--- config.mk ---
export PLATFORM = sky130hd
export DESIGN_NAME = mcpu_ctrl
export DESIGN_NICKNAME = d
export VERILOG_FILES = /design/src/rtl/mcpu_pkg.sv /design/src/rtl/mcpu_alu_dec.sv /design/src/rtl/mcpu_ctrl.sv
export SDC_FILE = /design/constraint.sdc
export NUM_CORES = 1
export LEC_CHECK = 0
export BUFFER_PORTS_ARGS = -buffer_cell sky130_fd_sc_hd__buf_2
export CAP_MARGIN = 10
export CORE_MARGIN = 2
export CORE_UTILIZATION = 25
export CTS_BUF_LIST = sky130_fd_sc_hd__clkbuf_8 sky130_fd_sc_hd__clkbuf_16
export DETAILED_ROUTE_END_ITERATION = 12
export PLACE_DENSITY = 0.55
export SLEW_MARGIN = 20
export SYNTH_ARGS = -nofsm -noshare
export SYNTH_HDL_FRONTEND = slang
export SYNTH_SLANG_ARGS = --single-unit
--- constraint.sdc ---
create_clock -name clk -period 2.48 [get_ports clk]
set_clock_uncertainty 0.15 [all_clocks]
set_input_delay 0.496 -clock clk [delete_from_list [all_inputs] [get_ports clk]]
set_output_delay 0.496 -clock clk [all_outputs]
set_load 0.1 [all_outputs]
--- src/rtl/mcpu_pkg.sv ---
// mcpu_pkg: shared constants for the multi-cycle MIPS control unit.
//   - FSM state codes (5-bit, also exported on the debug 'state' port)
//   - ALU_Control codes
//   - opcode / funct constants for the supported instruction subset
//   - datapath mux-select codes
package mcpu_pkg;

    typedef logic [4:0] state_t;

    // FSM state codes
    localparam logic [4:0] S_IF   = 5'd0;
    localparam logic [4:0] S_ID   = 5'd1;
    localparam logic [4:0] S_REX  = 5'd2;
    localparam logic [4:0] S_RWB  = 5'd3;
    localparam logic [4:0] S_IEX  = 5'd4;
    localparam logic [4:0] S_IWB  = 5'd5;
    localparam logic [4:0] S_MA   = 5'd6;
    localparam logic [4:0] S_MR   = 5'd7;
    localparam logic [4:0] S_MW   = 5'd8;
    localparam logic [4:0] S_LWB  = 5'd9;
    localparam logic [4:0] S_BEQ  = 5'd10;
    localparam logic [4:0] S_BNE  = 5'd11;
    localparam logic [4:0] S_J    = 5'd12;
    localparam logic [4:0] S_JR   = 5'd13;
    localparam logic [4:0] S_JAL  = 5'd14;
    localparam logic [4:0] S_JALR = 5'd15;
    localparam logic [4:0] S_LUI  = 5'd16;
    localparam logic [4:0] S_TRAP = 5'd17;

    // ALU_Control codes
    localparam logic [2:0] ALU_AND = 3'b000;
    localparam logic [2:0] ALU_OR  = 3'b001;
    localparam logic [2:0] ALU_ADD = 3'b010;
    localparam logic [2:0] ALU_XOR = 3'b011;
    localparam logic [2:0] ALU_NOR = 3'b100;
    localparam logic [2:0] ALU_SRL = 3'b101;
    localparam logic [2:0] ALU_SUB = 3'b110;
    localparam logic [2:0] ALU_SLT = 3'b111;

    // Opcodes (IR[31:26])
    localparam logic [5:0] OP_RTYPE = 6'b000000;
    localparam logic [5:0] OP_J     = 6'b000010;
    localparam logic [5:0] OP_JAL   = 6'b000011;
    localparam logic [5:0] OP_BEQ   = 6'b000100;
    localparam logic [5:0] OP_BNE   = 6'b000101;
    localparam logic [5:0] OP_ADDI  = 6'b001000;
    localparam logic [5:0] OP_SLTI  = 6'b001010;
    localparam logic [5:0] OP_ANDI  = 6'b001100;
    localparam logic [5:0] OP_ORI   = 6'b001101;
    localparam logic [5:0] OP_XORI  = 6'b001110;
    localparam logic [5:0] OP_LUI   = 6'b001111;
    localparam logic [5:0] OP_LW    = 6'b100011;
    localparam logic [5:0] OP_SW    = 6'b101011;

    // Funct codes (IR[5:0]) for OP_RTYPE
    localparam logic [5:0] FN_SRL  = 6'b000010;
    localparam logic [5:0] FN_JR   = 6'b001000;
    localparam logic [5:0] FN_JALR = 6'b001001;
    localparam logic [5:0] FN_ADD  = 6'b100000;
    localparam logic [5:0] FN_SUB  = 6'b100010;
    localparam logic [5:0] FN_AND  = 6'b100100;
    localparam logic [5:0] FN_OR   = 6'b100101;
    localparam logic [5:0] FN_XOR  = 6'b100110;
    localparam logic [5:0] FN_NOR  = 6'b100111;
    localparam logic [5:0] FN_SLT  = 6'b101010;

    // Mux-select codes
    localparam logic [1:0] RD_RT   = 2'b00;
    localparam logic [1:0] RD_RD   = 2'b01;
    localparam logic [1:0] RD_RA   = 2'b10;
    localparam logic [1:0] M2R_ALU = 2'b00;
    localparam logic [1:0] M2R_MDR = 2'b01;
    localparam logic [1:0] M2R_LUI = 2'b10;
    localparam logic [1:0] M2R_PC  = 2'b11;
    localparam logic [1:0] SRCA_PC    = 2'b00;
    localparam logic [1:0] SRCA_A     = 2'b01;
    localparam logic [1:0] SRCA_SHAMT = 2'b10;
    localparam logic [1:0] SRCB_B     = 2'b00;
    localparam logic [1:0] SRCB_FOUR  = 2'b01;
    localparam logic [1:0] SRCB_IMM   = 2'b10;
    localparam logic [1:0] SRCB_BOFS  = 2'b11;
    localparam logic [1:0] PCS_ALU    = 2'b00;
    localparam logic [1:0] PCS_ALUOUT = 2'b01;
    localparam logic [1:0] PCS_JUMP   = 2'b10;
    localparam logic [1:0] PCS_REG    = 2'b11;

    // States that own the memory bus and may wait on MIO_ready
    function automatic logic is_mem_state(input logic [4:0] s);
        return (s == S_IF) || (s == S_MR) || (s == S_MW);
    endfunction

endpackage

--- src/rtl/mcpu_alu_dec.sv ---
// mcpu_alu_dec: combinational ALU-control decoder.
//   Fun        in  6  funct field for R-type ALU operations
//   OPcode     in  6  opcode for immediate ALU operations
//   r_alu_ctrl out 3  ALU_Control for the R-type funct
//   r_valid    out 1  Fun is a supported R-type ALU funct
//   i_alu_ctrl out 3  ALU_Control for the immediate opcode
//   i_valid    out 1  OPcode is a supported immediate ALU opcode
module mcpu_alu_dec
    import mcpu_pkg::*;
(
    input  logic [5:0] OPcode,
    input  logic [5:0] Fun,
    output logic [2:0] r_alu_ctrl,
    output logic       r_valid,
    output logic [2:0] i_alu_ctrl,
    output logic       i_valid
);

    // R-type funct -> ALU operation
    always_comb begin
        r_alu_ctrl = ALU_ADD;
        r_valid    = 1'b1;
        case (Fun)
            FN_ADD:  r_alu_ctrl = ALU_ADD;
            FN_SUB:  r_alu_ctrl = ALU_SUB;
            FN_AND:  r_alu_ctrl = ALU_AND;
            FN_OR:   r_alu_ctrl = ALU_OR;
            FN_XOR:  r_alu_ctrl = ALU_XOR;
            FN_NOR:  r_alu_ctrl = ALU_NOR;
            FN_SLT:  r_alu_ctrl = ALU_SLT;
            FN_SRL:  r_alu_ctrl = ALU_SRL;
            default: r_valid    = 1'b0;
        endcase
    end

    // Immediate opcode -> ALU operation
    always_comb begin
        i_alu_ctrl = ALU_ADD;
        i_valid    = 1'b1;
        case (OPcode)
            OP_ADDI: i_alu_ctrl = ALU_ADD;
            OP_ANDI: i_alu_ctrl = ALU_AND;
            OP_ORI:  i_alu_ctrl = ALU_OR;
            OP_XORI: i_alu_ctrl = ALU_XOR;
            OP_SLTI: i_alu_ctrl = ALU_SLT;
            default: i_valid    = 1'b0;
        endcase
    end

endmodule

--- src/rtl/mcpu_ctrl.sv ---
// mcpu_ctrl: multi-cycle MIPS control unit (Moore FSM, Mealy only on
// IRWrite/PC_en/next-state). Drives the shared-memory, single-ALU datapath.
//   Inputs : clk, rst_n (async active-low), OPcode/Fun (IR fields),
//            zero (ALU flag), MIO_ready (bus access complete)
//   Outputs: datapath strobes and mux selects, trap (in TRAP), state (debug)
//   Params : WAIT_MIO (honour MIO_ready), MEM_TIMEOUT (0 = off), CNT_W
module mcpu_ctrl
    import mcpu_pkg::*;
#(
    parameter int WAIT_MIO    = 1,
    parameter int MEM_TIMEOUT = 0,
    parameter int CNT_W       = 8
)(
    input  logic       clk,
    input  logic       rst_n,
    input  logic [5:0] OPcode,
    input  logic [5:0] Fun,
    input  logic       zero,
    input  logic       MIO_ready,
    output logic       PC_en,
    output logic       IorD,
    output logic       MemRead,
    output logic       MemWrite,
    output logic       IRWrite,
    output logic       CPU_MIO,
    output logic [1:0] RegDst,
    output logic [1:0] MemtoReg,
    output logic       RegWrite,
    output logic [1:0] ALUSrcA,
    output logic [1:0] ALUSrcB,
    output logic [2:0] ALU_Control,
    output logic [1:0] PCSource,
    output logic       trap,
    output logic [4:0] state
);

    state_t           state_q, state_d;
    logic [CNT_W-1:0] wait_cnt_q, wait_cnt_d;
    logic             ready_s;
    logic             in_mem_s;
    logic             timeout_s;
    logic [2:0]       r_alu_s, i_alu_s;
    logic             r_valid_s, i_valid_s;

    mcpu_alu_dec u_alu_dec (
        .OPcode     (OPcode),
        .Fun        (Fun),
        .r_alu_ctrl (r_alu_s),
        .r_valid    (r_valid_s),
        .i_alu_ctrl (i_alu_s),
        .i_valid    (i_valid_s)
    );

    assign ready_s  = (WAIT_MIO != 0) ? MIO_ready : 1'b1;
    assign in_mem_s = is_mem_state(state_q);
    // A ready arriving on the limit cycle still completes the access.
    assign timeout_s = (MEM_TIMEOUT != 0) && in_mem_s && !ready_s &&
                       (wait_cnt_q == CNT_W'(MEM_TIMEOUT));
    assign state = state_q;

    // Next-state logic
    always_comb begin
        state_d = state_q;
        case (state_q)
            S_IF: begin
                if (timeout_s)    state_d = S_TRAP;
                else if (ready_s) state_d = S_ID;
                else              state_d = S_IF;
            end
            S_ID: begin
                case (OPcode)
                    OP_RTYPE: begin
                        if (Fun == FN_JR)        state_d = S_JR;
                        else if (Fun == FN_JALR) state_d = S_JALR;
                        else if (r_valid_s)      state_d = S_REX;
                        else                     state_d = S_TRAP;
                    end
                    OP_LW, OP_SW: state_d = S_MA;
                    OP_BEQ:       state_d = S_BEQ;
                    OP_BNE:       state_d = S_BNE;
                    OP_J:         state_d = S_J;
                    OP_JAL:       state_d = S_JAL;
                    OP_LUI:       state_d = S_LUI;
                    default: begin
                        if (i_valid_s) state_d = S_IEX;
                        else           state_d = S_TRAP;
                    end
                endcase
            end
            S_REX: state_d = S_RWB;
            S_IEX: state_d = S_IWB;
            S_MA: begin
                if (OPcode == OP_SW) state_d = S_MW;
                else                 state_d = S_MR;
            end
            S_MR: begin
                if (timeout_s)    state_d = S_TRAP;
                else if (ready_s) state_d = S_LWB;
                else              state_d = S_MR;
            end
            S_MW: begin
                if (timeout_s)    state_d = S_TRAP;
                else if (ready_s) state_d = S_IF;
                else              state_d = S_MW;
            end
            S_RWB, S_IWB, S_LWB, S_BEQ, S_BNE,
            S_J, S_JR, S_JAL, S_JALR, S_LUI: state_d = S_IF;
            S_TRAP:  state_d = S_TRAP;
            default: state_d = S_TRAP;
        endcase
    end

    // Wait counter: zero on any state change or ready, counts stalled cycles
    always_comb begin
        wait_cnt_d = wait_cnt_q;
        if (state_d != state_q) begin
            wait_cnt_d = '0;
        end else if (in_mem_s && !ready_s) begin
            // Saturate so a disabled timeout never wraps into a false match.
            if (wait_cnt_q != {CNT_W{1'b1}}) wait_cnt_d = wait_cnt_q + CNT_W'(1);
            else                             wait_cnt_d = wait_cnt_q;
        end else begin
            wait_cnt_d = '0;
        end
    end

    // State and wait-counter registers
    always_ff @(posedge clk or negedge rst_n) begin
        if (!rst_n) begin
            state_q    <= S_IF;
            wait_cnt_q <= '0;
        end else begin
            state_q    <= state_d;
            wait_cnt_q <= wait_cnt_d;
        end
    end

    // Output decode from current state
    always_comb begin
        PC_en       = 1'b0;
        IorD        = 1'b0;
        MemRead     = 1'b0;
        MemWrite    = 1'b0;
        IRWrite     = 1'b0;
        CPU_MIO     = 1'b0;
        RegDst      = RD_RT;
        MemtoReg    = M2R_ALU;
        RegWrite    = 1'b0;
        ALUSrcA     = SRCA_PC;
        ALUSrcB     = SRCB_B;
        ALU_Control = ALU_ADD;
        PCSource    = PCS_ALU;
        trap        = 1'b0;
        case (state_q)
            S_IF: begin
                MemRead = 1'b1;
                CPU_MIO = 1'b1;
                ALUSrcB = SRCB_FOUR;
                if (ready_s) begin
                    IRWrite = 1'b1;
                    PC_en   = 1'b1;
                end else begin
                    IRWrite = 1'b0;
                    PC_en   = 1'b0;
                end
            end
            S_ID: ALUSrcB = SRCB_BOFS;
            S_REX: begin
                ALUSrcA     = (Fun == FN_SRL) ? SRCA_SHAMT : SRCA_A;
                ALUSrcB     = SRCB_B;
                ALU_Control = r_alu_s;
            end
            S_RWB, S_IWB: begin
                RegDst   = (state_q == S_RWB) ? RD_RD : RD_RT;
                RegWrite = 1'b1;
            end
            S_IEX: begin
                ALUSrcA     = SRCA_A;
                ALUSrcB     = SRCB_IMM;
                ALU_Control = i_alu_s;
            end
            S_MA: begin
                ALUSrcA = SRCA_A;
                ALUSrcB = SRCB_IMM;
            end
            S_MR: begin
                MemRead = 1'b1;
                CPU_MIO = 1'b1;
                IorD    = 1'b1;
            end
            S_MW: begin
                MemWrite = 1'b1;
                CPU_MIO  = 1'b1;
                IorD     = 1'b1;
            end
            S_LWB: begin
                MemtoReg = M2R_MDR;
                RegWrite = 1'b1;
            end
            S_BEQ, S_BNE: begin
                ALUSrcA     = SRCA_A;
                ALU_Control = ALU_SUB;
                PCSource    = PCS_ALUOUT;
                PC_en       = (state_q == S_BEQ) ? zero : ~zero;
            end
            S_J: begin
                PC_en    = 1'b1;
                PCSource = PCS_JUMP;
            end
            S_JR: begin
                PC_en    = 1'b1;
                PCSource = PCS_REG;
            end
            S_JAL: begin
                PC_en    = 1'b1;
                PCSource = PCS_JUMP;
                RegWrite = 1'b1;
                RegDst   = RD_RA;
                MemtoReg = M2R_PC;
            end
            S_JALR: begin
                PC_en    = 1'b1;
                PCSource = PCS_REG;
                RegWrite = 1'b1;
                RegDst   = RD_RD;
                MemtoReg = M2R_PC;
            end
            S_LUI: begin
                RegWrite = 1'b1;
                MemtoReg = M2R_LUI;
            end
            S_TRAP:  trap = 1'b1;
            default: trap = 1'b1;
        endcase
    end

endmodule

After elaboration in Yosys (flattened, before gate mapping):

Index checks and enable logic that the tools add are counted.

* bitwise operators: 1
* reductions and logical operators: 19
* equality and inequality tests: 38
* mux-type cells: 32

Operator list (number)
* equality test 6 bit (second input constant): 9
* equality test 6 x 4 -> 1 bit (second input constant): 8
* equality test 5 x 4 -> 1 bit (second input constant): 8
* one-hot mux 5 bit (8 select lines): 1
* one-hot mux 5 bit (7 select lines): 1
* one-hot mux 2 bit (3 select lines): 4
* one-hot mux 3 bit (7 select lines): 1
* equality test 5 x 3 -> 1 bit (second input constant): 4
* two-way mux 5 bit: 4
* equality test 6 x 2 -> 1 bit (second input constant): 3
* OR reduction 2 bit: 9
* OR reduction 17 bit: 1
* two-way mux 1 bit: 13
* equality test 6 x 3 -> 1 bit (second input constant): 2
* two-way mux 4 bit: 3
* one-hot mux 3 bit (4 select lines): 1
* equality test 5 x 2 -> 1 bit (second input constant): 2
* OR reduction 10 bit: 1
* one-hot mux 3 bit (3 select lines): 1
* OR reduction 4 bit: 2
* OR reduction 8 bit: 1
* zero test 6 bit: 1
* OR reduction 6 bit: 1
* equality test 5 x 1 -> 1 bit (second input constant): 1
* 8 further kinds: 8

* input port bits: 16
* logic and storage cells: 91
* bits in registers: 5
* output and inout port bits: 26

Logic depth before layout (Yosys ltp):

Gate-level depths: netlist (run 1).

* word-level depth: 8
* depth in mapped cells: 6
* mapped depth without buffers: 5

Modules after synthesis:

Synthesis (run 1) repeated with hierarchy kept, for this count alone.

* cell total of the unflattened synthesis: 160
* area, all modules: 1037.2 µm²

Modules (own cells, without submodules)
* mcpu_ctrl: seq. area each 125.1 µm², cells an instance 131, area each 854.6 µm², instances 1
* mcpu_alu_dec: seq. area each 0.0 µm², cells an instance 29, area each 182.7 µm², instances 1

Worst setup path before layout (run 1):

Ideal clock, no wire load.

* path type: reg-to-output
* start: register state_q[1] (netlist: state[1])
* end: output ALUSrcB[0]
* data arrival time: 4.178 ns
* path slack: -2.344 ns
* data required time: 1.834 ns
* path buffers: 2
* stages on the path, launching flop included: 4
* cells stage by stage: dfrtp_1 buf_2 buf_1 nor4_1

* cells in the longest elaborated chain, start to end: 3
* elaborated cells between the ends (all ways): 6
* classes of those cells: eq/ne: 3; mux: 1; reduce/logical: 2

RTL lines
* start, declared: line mcpu_ctrl.sv:37 `state_t state_q, state_d;`
* start signal, assigned: line mcpu_ctrl.sv:133 `state_q <= state_d;`
* equality test 5 x 3 -> 1 bit: line mcpu_ctrl.sv:154 `case (state_q)`
* OR reduction 2 bit (no line)
* one-hot mux 2 bit (3 select lines) *: line mcpu_ctrl.sv:154
* end, declared: line mcpu_ctrl.sv:30 `output logic [1:0] ALUSrcB,`

Mark *: on every way between the ends. The rest lies on a longest branch, timed or not.

Worst setup path after layout (run 1):

* start: register state_q[1] (netlist: state[1])
* end: output ALU_Control[2]

* cells in the longest elaborated chain, start to end: 3
* elaborated cells between the ends (all ways): 6
* classes of those cells: eq/ne: 4; mux: 1; reduce/logical: 1

RTL lines
* equality test 5 x 4 -> 1 bit: line mcpu_ctrl.sv:154
* OR reduction 2 bit
* one-hot mux 3 bit (3 select lines) *: line mcpu_ctrl.sv:154
* end, declared: line mcpu_ctrl.sv:31 `output logic [2:0] ALU_Control,`

Marked as above.

==> impl_metrics.json, run 1 <==
{
  "irDropWorstVdd_mv": 0.483,
  "static-leakage-power_uw": 0.000760,
  "wl_per_cell_um": 13.4,
  "tightestPinTransition_ns": 0.490,
  "cts_tree": "done",
  "fp.dieW_um": 69.1,
  "largest_register_ffs": 5,
  "maxCapViolCount": 0,
  "io_buffers": 41,
  "synth_seq_cells": 5,
  "most-common-layout-cells": "buf_2, buf_4, buf_12",
  "worstPathRequired_ns": 1.83,
  "powerDensity_nw_per_um2": 974,
  "first_pass_iters": 4,
  "yosysUniqueCellTypes": 52,
  "fin_total_pwr_uw": 1960,
  "initial_core_util": 0.263,
  "place_ws_ns": 0.0691,
  "postLayoutCoreUtil": 0.499,
  "finalNetCount": 233,
  "grt_pass1_vias": 1282,
  "drc_errors": 0,
  "synthArstFlopShare": 1.00,
  "drive_gt1_frac": 0.514,
  "fin_setup_tns_ns": -0.0457,
  "core.rowCount": 23,
  "synth_cells": 160,
  "ys.flop_type": "dfrtp_1",
  "timing.final.ws_setup_ns": -0.0437,
  "vias": 1381,
  "period_needed_ns": 2.52,
  "slew_headroom": 0.676,
  "rsz0062_at_grt": "yes",
  "antenna_found_initial": 0,
  "ys_seq_area_frac": 0.118,
  "fmax_ghz": 0.396,
  "die_h_um": 69.1,
  "clkLatencyLatePin_ns": 0.23,
  "finalSetupViolCount": 2,
  "worstSetupPathType": "flop to primary output",
  "diodes": 0,
  "synth_top_area_cell": "dfrtp_1",
  "finalHoldViolCount": 0,
  "cts.path.max_buffers": 2,
  "gp_congestion": 0.900,
  "clkTransAtPathRegs_ns": 0.04,
  "critPathLaunchType": "flop",
  "final_cells": 266,
  "ios": 42,
  "die_area_um2": 4770,
  "grt_use_total": 0.149,
  "finalCritPeriodShare": 1.02,
  "critPathCaptureType": "primary output",
  "grt_max_degree": 19,
  "status": "complete, but fails checks",
  "syn_nets": 176,
  "hold_path_class": "input port to flop",
  "critPathArrivalTime_ns": 1.88,
  "synth_warnings": 0,
  "ant_nets": 0,
  "routed_wl_um": 3560,
  "clock-sinks": 5,
  "avgSynthCellArea_um2": 6.62,
  "core-area_um2": 4030,
  "syn_area_um2": 1060,
  "htreeDepth": 1,
  "finalMaxSlewViolations": 0,
  "syn_to_final_growth_pct": 90.1,
  "numCtsBuffers": 3,
  "violations": "setup timing",
  "synthTopCellsByArea": "dfrtp_1, a21oi_1, nand2_1",
  "cp_max_fo": 2,
  "synth_top_area_frac": 0.118,
  "vias_per_cell": 5.19,
  "final_common_cell": "buf_2",
  "dpl.cell_count": 256,
  "dpl.hpwl_um": 2890,
  "grt_pass1_wl_um": 6020,
  "drt-initial-drc-count": 48,
  "root_buffer": "clkbuf_8",
  "synth-edff-count": 0,
  "overflow": 0
}
[kinds of logic after synthesis]
| family | count (synthesis) | synth area share |
|---|---|---|
| buf+inv | 17 | 0.0804 |
| simple gates | 84 | 0.439 |
| flops | 5 | 0.118 |
| mux | 2 | 0.0189 |
| compound gates | 51 | 0.336 |
| xor+xnor | 1 | 0.00828 |
[worst max-delay path: stages, from the launching register on]
cell,delay (ns)
dfrtp_4,0.47
nor2_4,0.12
nand3_2,0.11
or3_4,0.43
o32ai_4,0.22
a31o_4,0.14
buf_12,0.16
[metrics by stage]
stage	hold WS [ns]	area [um2]
floorplan	0.0504	1350
global placement	0.161	1880
CTS	0.440	1970
global route	0.451	2010
finish	0.440	2010
detailed placement	0.165	1880
[final timing paths]
| path | slack, ns | to | start | cells past startpoint |
|---|---|---|---|---|
| min in group asynchronous | 0.46 | state[4]$_DFF_PN0_ | rst_n | 2 |
| max | -0.04 | ALU_Control[2] | state[1]$_DFF_PN0_ | 6 |
| max in group asynchronous | 1.57 | state[2]$_DFF_PN0_ | rst_n | 2 |
| min | 0.44 | state[3]$_DFF_PN0_ | MIO_ready | 2 |
| max reg2reg | 0.63 | state[0]$_DFF_PN0_ | state[3]$_DFF_PN0_ | 7 |
| min reg2reg | 0.66 | state[2]$_DFF_PN0_ | state[0]$_DFF_PN0_ | 4 |
[synth_stat cells (2+ instances only)]
cell type	count
o21ai_1	5
nor2b_1	8
inv_1	3
nand2b_1	7
nand3_1	9
o21bai_1	3
clkbuf_1	5
nor2_4	2
a2111oi_0	3
nor2_1	13
a21oi_1	13
a31o_1	2
o221ai_1	2
nand2_1	16
a211oi_1	3
buf_2	2
a21o_1	2
o21a_1	2
dfrtp_1	5
o32ai_1	2
nand3b_1	3
and2_1	4
mux2i_1	2
a31oi_1	3
or3_1	6
buf_6	2
nor3_1	6
inv_2	3
[where the power goes]
| part | internal (uW) | switching, uW |
|---|---|---|
| Sequential | 114 | 24.5 |
| Clock | 106 | 43.6 |
| Combinational | 532 | 1140 |
| Total | 753 | 1210 |
[final cells by class]
class	instances	area, um2
Inverter	6	30.0
Fill cell	413	2020
Multi-Input combinational cell	138	1110
Timing Repair Buffer	63	616
Tap cell	50	62.6
Clock buffer	3	41.3
Sequential cell	5	144
Clock inverter	1	3.75
[metal layers]
| layer | routed length [um] | GRT usage |
|---|---|---|
| met1 | 1610 | 0.190 |
| met2 | 1770 | 0.259 |
| met3 | 133 | 0.0117 |
| met4 | 48 | 0.0566 |
| met5 | 0 | 0 |
[timing repair]
item / 4_1_cts / 5_1_grt
endpoints found under the hold margin: 5 / 0
pin swaps: 2 / 7
hold buffers: 1 / 0
cloned: 0 / 0
buffers inserted: 1 / 4
gates resized for setup: 5 / 3
endpoints found under the setup margin: 3 / 6
(Power assumes the default switching activity.)
==> run 2, diff against run 1 <==
CORE_MARGIN = not set   (was 2)
PLACE_DENSITY = not set   (was 0.55)
PLACE_DENSITY_LB_ADDON = 0.2   (was not set)
==> impl_metrics.json, run 2 (synthesis gave the netlist of run 1 again) <==
{
  "vias_per_cell": 5.29,
  "core-area_um2": 4030,
  "clkTransAtPathRegs_ns": 0.04,
  "period_needed_ns": 2.47,
  "fmax_ghz": 0.405,
  "critPathCaptureType": "primary output",
  "wl_per_cell_um": 13.9,
  "die_area_um2": 4500,
  "grt_max_degree": 19,
  "status": "finished clean",
  "vias": 1422,
  "worstPathRequired_ns": 1.83,
  "most-common-layout-cells": "buf_2, buf_4, buf_12",
  "initial_core_util": 0.263,
  "finalSetupViolCount": 0,
  "grt_use_total": 0.174,
  "dpl.hpwl_um": 2880,
  "r2r.worst_path.cells": 6,
  "rrSetupSlack_ns": 0.69,
  "cts_tree": "done",
  "grt_pass1_wl_um": 6090,
  "drc_errors": 0,
  "core.rowCount": 23,
  "die_h_um": 67.1,
  "worstSetupPathType": "flop to primary output",
  "gp_congestion": 0.785,
  "finalNetCount": 236,
  "place_ws_ns": 0.0805,
  "root_buffer": "clkbuf_8",
  "r2r-end": "state[0]$_DFF_PN0_",
  "num-fill-cells": 394,
  "postPlaceCellArea_um2": 1850,
  "ant_nets": 0,
  "clock-sinks": 5,
  "cts.path.max_buffers": 2,
  "grt_pass1_vias": 1319,
  "antenna_found_initial": 0,
  "irDropWorstVdd_mv": 0.346,
  "drt-initial-drc-count": 66,
  "largest_register_ffs": 5,
  "final_common_cell": "buf_2",
  "syn_to_final_growth_pct": 90.2,
  "finalHoldViolCount": 0,
  "critPathArrivalTime_ns": 1.83,
  "dpl.cell_count": 255,
  "hold_path_class": "input port to asynchronous set/reset pin",
  "cp_max_fo": 2,
  "critPathLaunchType": "flop",
  "rsz0062_at_grt": "yes",
  "timing.final.ws_setup_ns": 0.00838,
  "r2r-start": "state[3]$_DFF_PN0_",
  "numCtsBuffers": 3,
  "slew_headroom": 0.684,
  "fin_setup_tns_ns": 0,
  "clkLatencyLatePin_ns": 0.22,
  "diodes": 0,
  "first_pass_iters": 4,
  "drive_gt1_frac": 0.525,
  "io_buffers": 41,
  "final_cells": 269,
  "htreeDepth": 1,
  "routed_wl_um": 3750,
  "overflow": 0,
  "static-leakage-power_uw": 0.000775,
  "tightestPinTransition_ns": 0.461,
  "maxCapViolCount": 0,
  "finalMaxSlewViolations": 0,
  "ios": 42,
  "fp.dieW_um": 67.1,
  "stdcell_area_um2": 2010,
  "finalCritPeriodShare": 0.997,
  "powerDensity_nw_per_um2": 983
}
==> run 2: changes by cell type in the layout (fill, tap and decap cells not counted), sizes merged <==
cell,before,now
buf,61,64
==> run 2: per-stage QoR <==
step / utilization / hold WS (ns) / total power [uW]
floorplan: - / 0.0504 / 1380
global placement: 0.458 / 0.163 / 1770
detailed placement: 0.458 / 0.162 / 1770
CTS: 0.484 / 0.468 / 1940
global route: 0.500 / 0.498 / 2060
finish: 0.500 / 0.471 / 1980
==> run 2: layer usage <==
layer	part of all wire	GRT usage	vias up
li1	-	-	717
met1	0.47	0.238	668
met2	0.49	0.298	35
met3	0.030	0.0103	2
met4	0.0056	0.0346	0
met5	0	0	-
==> run 2: how the worst max path moves through the flow <==
stage	cells past startpoint	start	end	slack (ns)
6_report	6	state[0]$_DFF_PN0_	ALU_Control[2]	0.008
5_1_grt	6	state[4]$_DFF_PN0_	ALU_Control[2]	-0.07
4_1_cts	6	state[1]$_DFF_PN0_	ALU_Control[2]	-0.07
3_5_place_dp	6	OPcode[5]	ALU_Control[2]	0.08
3_3_place_gp	7	Fun[1]	ALUSrcA[0]	0.10
2_1_floorplan	6	state[0]$_DFF_PN0_	ALU_Control[2]	-0.21
==> run 2: critical path: stages, from the launching register on <==
cell and delay [ns]:
dfrtp_4 0.47, nor2_4 0.12, nand3_2 0.11, or3_4 0.37, o32ai_4 0.22, a31o_4 0.14
buf_12 0.16
==> run 2: area by class of cell <==
type                            instances  area (um2)  share of cell area
Clock buffer                            3        41.3              0.0205
Clock inverter                          1        3.75             0.00186
Inverter                                6        30.0              0.0149
Multi-Input combinational cell        138        1120               0.558
Sequential cell                         5         144              0.0715
Tap cell                               50        62.6              0.0311
Timing Repair Buffer                   66         608               0.302
==> run 2: power breakdown <==
| part | total, uW | internal (uW) | switching [uW] |
|---|---|---|---|
| sequential | 142 | 114 | 27.6 |
| clock | 143 | 106 | 37.1 |
| combinational | 1690 | 546 | 1150 |
==> run 2: what timing repair did <==
item                                   CTS  global route
hold buffers                             1             0
setup endpoints to repair                3             7
endpoints found under the hold margin    5             0
pin swaps                                7             5
resized for setup                        2             8
buffers inserted                         4             5
==> run 3, diff against run 2 <==
--- a/constraint.sdc
+++ b/constraint.sdc
@@ -3,3 +3,3 @@
 set_input_delay 0.496 -clock clk [delete_from_list [all_inputs] [get_ports clk]]
 set_output_delay 0.496 -clock clk [all_outputs]
-set_load 0.1 [all_outputs]
+set_load 0.01 [all_outputs]
==> impl_metrics.json, run 3 (synthesis gave the netlist of run 1 again) <==
{
  "status": "finished clean",
  "vias_per_cell": 5.06,
  "drive_gt1_frac": 0.337,
  "finalMaxSlewViolations": 0,
  "fp.dieW_um": 67.1,
  "drt-initial-drc-count": 102,
  "die_area_um2": 4500,
  "fmax_ghz": 0.419,
  "place_ws_ns": 0.172,
  "finalHoldViolCount": 0,
  "holdWs_ns": 0.470,
  "io_buffers": 41,
  "dpl.hpwl_um": 2690,
  "core.rowCount": 23,
  "period_needed_ns": 2.38,
  "slew_headroom": 0.695,
  "multi_input_area_um2": 861,
  "antenna_found_initial": 0,
  "numCtsBuffers": 3,
  "critPathCaptureType": "primary output",
  "grt_use_total": 0.157,
  "most-common-layout-cells": "buf_2, nand2_1, nor2_1, a21oi_1, buf_4",
  "overflow": 0,
  "fin_setup_tns_ns": 0,
  "syn_to_final_growth_pct": 35.1,
  "rsz0062_at_grt": "no",
  "clock-sinks": 5,
  "tightestPinTransition_ns": 0.446,
  "ios": 42,
  "grt_pass1_vias": 1188,
  "cts.path.max_buffers": 2,
  "critPathLaunchType": "flop",
  "wl_per_cell_um": 13.3,
  "maxCapViolCount": 0,
  "htreeDepth": 1,
  "drc_errors": 0,
  "root_buffer": "clkbuf_8",
  "worstPathRequired_ns": 1.83,
  "gp_congestion": 0.935,
  "initial_core_util": 0.263,
  "routed_wl_um": 3430,
  "diodes": 0,
  "static-leakage-power_uw": 0.000623,
  "finalNetCount": 225,
  "final_common_cell": "buf_2",
  "worstSetupPathType": "flop to primary output",
  "largest_register_ffs": 5,
  "irDropWorstVdd_mv": 0.210,
  "finalCritPeriodShare": 0.961,
  "cp_max_fo": 4,
  "grt_max_degree": 19,
  "timing.final.ws_setup_ns": 0.0959,
  "first_pass_iters": 4,
  "regArea_um2": 126,
  "core-area_um2": 4030,
  "cts_tree": "done",
  "ant_nets": 0,
  "die_h_um": 67.1,
  "finalSetupViolCount": 0,
  "clkTransAtPathRegs_ns": 0.04,
  "powerDensity_nw_per_um2": 615,
  "num-fill-cells": 454,
  "clkLatencyLatePin_ns": 0.22,
  "hold_path_class": "input port to asynchronous set/reset pin",
  "grt_pass1_wl_um": 5520,
  "critPathArrivalTime_ns": 1.74,
  "vias": 1305
}
run 3: changes by cell type in the layout (fill, tap and decap cells not counted), moves of 3 or more:
cell | previous run | this run
buf_4 | 24 | 13
dfrtp_4 | 5 | 0
nor2_2 | 3 | 0
buf_2 | 26 | 41
nand2_1 | 13 | 16
dfrtp_1 | 0 | 4
a21oi_4 | 6 | 0
buf_12 | 14 | 0
a21oi_1 | 6 | 13
nor2_1 | 9 | 13
run 3: worst max-delay path, cell delays in order (launching register included):
cell	delay, ns
dfrtp_2	0.43
nor2_4	0.13
nand3_2	0.09
or3_1	0.36
o32ai_2	0.26
a31o_1	0.12
buf_2	0.12
run 3: where the power goes:
| group | switching, uW | total, uW | internal (uW) |
|---|---|---|---|
| sequential | 24.9 | 127 | 102 |
| combinational | 352 | 607 | 254 |
| clock | 39.8 | 146 | 106 |
run 3: layout make-up:
cell class | instances | area share
Clock buffer | 3 | 0.0289
Clock inverter | 1 | 0.00262
Multi-Input combinational cell | 138 | 0.602
Sequential cell | 5 | 0.0884
Inverter | 6 | 0.0157
Tap cell | 50 | 0.0437
Timing Repair Buffer | 55 | 0.219
run 3: worst paths after layout:
kind                                    start                 end  slack, ns  cells past startpoint
max                        state[3]$_DFF_PN0_      ALU_Control[2]        0.1                      6
min                                     rst_n  state[0]$_DFF_PN0_       0.47                      2
max reg2reg                state[2]$_DFF_PN0_  state[0]$_DFF_PN0_       0.75                      5
min reg2reg                state[0]$_DFF_PN0_  state[2]$_DFF_PN0_       0.62                      4
max in group asynchronous               rst_n  state[3]$_DFF_PN0_       1.56                      2
min in group clk                    MIO_ready  state[3]$_DFF_PN0_       0.47                      2
run 3: repair_timing:
item / CTS / global route
buffers inserted: 0 / 1
setup endpoints to repair: 0 / 3
hold buffers: 1 / 0
endpoints found under the hold margin: 5 / 0
resized for setup: 0 / 3
run 3: per-layer routing:
metal	wire, um	track usage	part of all wire
met1	1640	0.220	0.48
met2	1640	0.256	0.48
met3	148	0.0120	0.043
met4	0	0.0399	0
met5	0	0	0
run 3: stage by stage:
| step | area, um2 | utilization | power, uW | cells |
|---|---|---|---|---|
| 6_report | 1430 | 0.355 | 879 | 258 |
| 3_3_place_gp | 1350 | 0.336 | 726 | 252 |
| 2_1_floorplan | 1060 | - | 510 | 160 |
| 3_5_place_dp | 1350 | 0.336 | 719 | 252 |
| 5_1_grt | 1430 | 0.355 | 957 | 258 |
| 4_1_cts | 1410 | 0.350 | 871 | 257 |
